$ cat config.mk
export PLATFORM = sky130hd
export DESIGN_NAME = mmio_ctrl
export DESIGN_NICKNAME = d
export VERILOG_FILES = /design/src/rtl/mmio_ctrl.sv
export SDC_FILE = /design/constraint.sdc
export NUM_CORES = 1
export LEC_CHECK = 0
export ABC_CLOCK_PERIOD_IN_PS = 5000
export BUFFER_PORTS_ARGS = -buffer_cell sky130_fd_sc_hd__buf_2
export CAP_MARGIN = 10
export CELL_PAD_IN_SITES_DETAIL_PLACEMENT = 0
export CELL_PAD_IN_SITES_GLOBAL_PLACEMENT = 1
export CORE_MARGIN = 4
export CORE_UTILIZATION = 41
export DETAILED_ROUTE_END_ITERATION = 8
export PLACE_DENSITY_LB_ADDON = 0.25
export RECOVER_POWER = 100
export SLEW_MARGIN = 20
export SYNTH_ARGS = -nofsm -noshare
export SYNTH_HDL_FRONTEND = slang
export SYNTH_SLANG_ARGS = --single-unit
export TNS_END_PERCENT = 5
$ cat constraint.sdc
create_clock -name clk -period 5 [get_ports clk]
set_input_delay 1 -clock clk [delete_from_list [all_inputs] [get_ports clk]]
set_output_delay 1 -clock clk [all_outputs]
set_load 0.01 [all_outputs]
$ cat src/rtl/mmio_ctrl.sv
// MMIO controller for the Riscv151 core: UART handshakes, cycle and retired-instruction counters.
// Load data is registered so it lines up with BRAM read latency at the writeback mux.
module mmio_ctrl #(
  parameter logic [3:0] ADDR_TAG  = 4'h8,
  parameter int          CNT_WIDTH = 32
) (
  input  logic        clk,
  input  logic        rst,
  input  logic [31:0] addr,
  input  logic [31:0] wdata,
  input  logic        we,
  input  logic        re,
  input  logic        inst_retire,
  output logic [31:0] rdata,
  output logic        rd_hit,
  output logic [7:0]  uart_din,
  output logic        uart_din_valid,
  input  logic        uart_din_ready,
  input  logic [7:0]  uart_dout,
  input  logic        uart_dout_valid,
  output logic        uart_dout_ready
);

  typedef enum logic {TX_IDLE, TX_PEND} tx_state_e;

  tx_state_e            tx_state;
  logic [CNT_WIDTH-1:0] cycle_cnt, inst_cnt;
  logic                 sel, tx_pend, tx_wr, cnt_clr, rd_en;
  logic [7:0]           off;
  logic [31:0]          rd_val;
  logic                 unused_bits;

  assign sel     = (addr[31:28] == ADDR_TAG);
  assign off     = {addr[7:2], 2'b00};
  assign tx_pend = (tx_state == TX_PEND);
  assign tx_wr   = we && sel && (off == 8'h08);
  assign cnt_clr = we && sel && (off == 8'h18);
  assign rd_en   = re && sel;
  assign unused_bits = ^{addr[27:8], addr[1:0], wdata[31:8]};

  // Pop happens in the load cycle itself; the byte is captured at the same edge.
  assign uart_dout_ready = rd_en && (off == 8'h04) && uart_dout_valid;

  always_comb begin
    rd_val = '0;
    case (off)
      8'h00:   rd_val = {30'b0, uart_dout_valid, !tx_pend};
      8'h04:   rd_val = {24'b0, uart_dout};
      8'h10:   rd_val = 32'(cycle_cnt);
      8'h14:   rd_val = 32'(inst_cnt);
      default: rd_val = '0;
    endcase
  end

  always_ff @(posedge clk or posedge rst) begin
    if (rst) begin
      rdata  <= '0;
      rd_hit <= 1'b0;
    end else begin
      rd_hit <= rd_en;
      if (rd_en) rdata <= rd_val;
    end
  end

  // Writes arriving while a byte is pending (including the handshake cycle) are dropped.
  always_ff @(posedge clk or posedge rst) begin
    if (rst) begin
      tx_state       <= TX_IDLE;
      uart_din       <= '0;
      uart_din_valid <= 1'b0;
    end else begin
      case (tx_state)
        TX_IDLE: if (tx_wr) begin
          uart_din       <= wdata[7:0];
          uart_din_valid <= 1'b1;
          tx_state       <= TX_PEND;
        end
        TX_PEND: if (uart_din_ready) begin
          uart_din_valid <= 1'b0;
          tx_state       <= TX_IDLE;
        end
        default: begin
          uart_din_valid <= 1'b0;
          tx_state       <= TX_IDLE;
        end
      endcase
    end
  end

  always_ff @(posedge clk or posedge rst) begin
    if (rst) begin
      cycle_cnt <= '0;
      inst_cnt  <= '0;
    end else if (cnt_clr) begin
      cycle_cnt <= '0;
      inst_cnt  <= '0;
    end else begin
      cycle_cnt <= cycle_cnt + 1'b1;
      if (inst_retire) inst_cnt <= inst_cnt + 1'b1;
    end
  end

endmodule

==> flow_metrics.py <==
metrics = {
    "routing": {
        "wl_met3_um": 475,
        "dr.pass1.iters": 6,
        "wl_met2_um": 5790,
        "antenna_left": 0,
        "routed.top_layer": "met4",
        "viasPerCell": 5.21,
        "drc": 0,
        "wire_per_inst_um": 16.2,
        "dr.first_iter.drc_count": 320,
        "vias": 3884,
        "drt-met1-wl_um": 5700,
        "wirelength_um": 12100,
    },
    "worst_setup_path": {
        "endpoint_kind": "register",
        "r2r_cells": 5,
        "critPathKind": "in2reg",
        "worst-path-buf-inv": 2,
        "worstPathCellList": "buf_2 > nor3_1 > nand2_1 > nor3b_1 > buf_4 > a22oi_1 > o21ai_0",
        "slowest_stage": "nor3b_1",
        "worst-path-max-fanout": 16,
        "critPathMaxStageDelay_ns": 1.65,
        "regToRegSetupSlack_ns": 2.92,
        "cp.required_ns": 5.27,
        "startpoint_type": "input port",
        "r2r_end": "cycle_cnt[28]",
        "r2r_start": "cycle_cnt[0]",
        "cp_data_arrival_time_ns": 4.01,
        "path_delay_family": "simple AND/OR/NAND/NOR gates",
    },
    "sta": {
        "maxSlewViolCount": 88,
        "max_freq_ghz": 0.268,
        "finalHoldViolations": 0,
        "fin_skew_ns": 0.00979,
        "worst_pin_slew_ns": 3.06,
        "fin_crit_sh": 0.747,
        "maxSlewHeadroom": -1.05,
        "fin_crit_ns": 3.73,
        "hold_slack_ns": 0.477,
        "fin_setup_tns_ns": 0,
        "setup_violations": 0,
        "rsz0062_at_grt": "false",
    },
    "synth": {
        "synth_edf_count": 0,
        "synth_top_family_by_area": "simple AND/OR/NAND/NOR gates",
        "avgSynthCellArea_um2": 10.2,
        "ys.flop_type": "dfrtp_1",
        "yosys_register_bits": 107,
        "synthXorXnorAreaFrac": 0.101,
        "yosysSeqAreaShare": 0.516,
        "synth_cell_types": 39,
        "syn_nets": 588,
        "synthMuxAreaShare": 0.0272,
        "synth_simple_gate_area_share": 0.236,
        "ys_top_cells_by_area": "dfrtp_1 (52%), xor2_1 (7.4%), nor2_1 (5.1%)",
        "synth_compound_area_frac": 0.0848,
        "synthCells": 507,
        "synth_top_area_frac": 0.516,
        "yosysWarnings": 0,
        "synth_fa_ha_area_frac": 0.00482,
        "synth_area_leader_cell": "dfrtp_1",
        "synthArstFlopShare": 1.00,
        "synth_area_um2": 5190,
    },
    "clock_network": {
        "worstSkewPairLatency_ns": 0.36,
        "cts_tree": "yes",
        "cts_resized": 0,
        "cts_buffers": 9,
        "cts_buffer_depth": 2,
        "clkTransAtPathRegs_ns": 0.07,
        "holdBufCountCts": 0,
        "cts.sinks": 107,
        "cts_root_buf": "clkbuf_16",
        "post_cts_buffers": 0,
        "htreeDepth": 3,
    },
    "job": {
        "cap_violations": 2,
    },
    "min_path": {
        "worstHoldStart": "rdata[10]",
        "min_path_type": "reg2reg",
        "whs_endpoint": "rdata[10]",
        "hold_depth": 2,
    },
    "floorplan": {
        "initial_core_util": 0.425,
        "placementRows": 40,
        "dieArea_um2": 14500,
        "die_height_um": 121,
        "ios": 122,
        "core_area_um2": 12200,
        "die_w_um": 121,
    },
    "pwr": {
        "comb_power_share": 0.084,
        "p_seq_frac": 0.519,
        "power.density_nw_per_um2": 332,
        "p_int_mw": 1.45,
        "ir_worst_vdd_v": 0.000161,
        "netSwitchingPower_uw": 510,
        "finalPower_mw": 1.96,
        "p_clk_frac": 0.397,
        "p_leak_nw": 2.64,
        "swShare": 0.260,
    },
    "final_layout": {
        "final_common_cell": "dfrtp_1",
        "diodes": 0,
        "fill_cells": 1244,
        "drive_gt1_frac": 0.114,
        "final_cell_mix": "dfrtp_1 (107), nor2_1 (70), nand2_1 (54)",
        "area_growth_pct": 13.6,
        "nets": 653,
    },
    "run_status": {
        "status": "finished with violations",
        "failed_checks": "max-capacitance violations, max-slew violations",
    },
    "placed_design": {
        "dp_hpwl_um": 8290,
        "place.port_buffers": 75,
        "place_congestion": 0.766,
    },
    "global_route": {
        "grt_pass1_vias": 4006,
        "antenna_found_initial": 0,
        "track_usage": 0.179,
        "gr-total-overflow": 0,
        "grt_first_pass_wirelength_um": 20700,
        "grt_max_degree": 71,
    },
}
[cell usage after synthesis, types with 7 or more instances]
master and number:
and4_1 11, clkbuf_1 9, mux2_4 8, o21ai_1 32
buf_2 16, nor2_1 70, xnor2_1 16, a222oi_1 7
xor2_1 44, and3_1 10, nand4_1 26, a22oi_1 24
dfrtp_1 107, nand3_1 20, nand2_1 55, inv_1 9
[through the flow]
step           instances  setup slack [ns]  area (um2)  utilization
2_1_floorplan        507              1.18        5190            -
3_3_place_gp         729              1.68        5710        0.468
3_5_place_dp         729              1.66        5710        0.468
4_1_cts              745              1.66        6040        0.494
5_1_grt              745             0.823        5900        0.483
6_report             745              1.27        5900        0.483
[how the worst max path moves through the flow]
| stage | start | endpoint | slack (ns) | depth (start not counted) |
|---|---|---|---|---|
| after floorplan | rst | cycle_cnt[0] | 1.18 | 1 |
| after global placement | addr[7] | uart_dout_ready | 1.68 | 5 |
| after detailed placement | addr[7] | uart_dout_ready | 1.66 | 5 |
| after global routing | addr[7] | rdata[30] | 0.82 | 7 |
| after CTS | addr[7] | uart_dout_ready | 1.66 | 5 |
| final | addr[7] | rdata[29] | 1.27 | 7 |
[logic make-up (layout without fill, tap and decap cells)]
| group | Yosys count | count (layout) |
|---|---|---|
| AND/OR/NAND/NOR | 225 | 225 |
| multiplexers | 10 | 10 |
| flip-flops | 107 | 107 |
| buffers and inverters | 35 | 105 |
| AO/OA/AOI/OAI | 68 | 68 |
| XOR/XNOR | 60 | 60 |
| adder cells (fa/ha/maj) | 2 | 2 |
[final cells by class]
| class | count | area (um2) | area share |
|---|---|---|---|
| Sequential cell | 107 | 2680 | 0.454 |
| Multi-Input combinational cell | 365 | 2300 | 0.390 |
| Timing Repair Buffer | 80 | 349 | 0.0592 |
| Clock buffer | 10 | 239 | 0.0405 |
| Tap cell | 168 | 210 | 0.0356 |
| Clock inverter | 6 | 86.3 | 0.0146 |
| Inverter | 9 | 35.0 | 0.00594 |
[layer usage]
| metal | up-vias | track usage |
|---|---|---|
| li1 | 1901 | - |
| met1 | 1904 | 0.242 |
| met2 | 73 | 0.290 |
| met3 | 6 | 0.0449 |
| met4 | 0 | 0.0425 |
| met5 | - | 0 |
[power groups by stage]
stage	logic (mW)	clock network (mW)	registers, mW
after detailed placement	0.173	0	1.03
final	0.165	0.778	1.02
after CTS	0.175	0.800	1.02
after floorplan	0.124	0	1.01
after global routing	0.196	0.832	1.03
after global placement	0.166	0	1.03
[tightest hold or removal path, cell delays in order (launching register included)]
cell and delay (ns):
dfrtp_1 0.34, nand2_1 0.04, o21ai_0 0.06
[flip-flops by register name (all words and copies together), names as in the netlist]
signal          cells
cycle_cnt          32
inst_cnt           32
rdata              32
uart_din            8
rd_hit              1
tx_pend             1
uart_din_valid      1
Power figures use the tool's default switching activity.
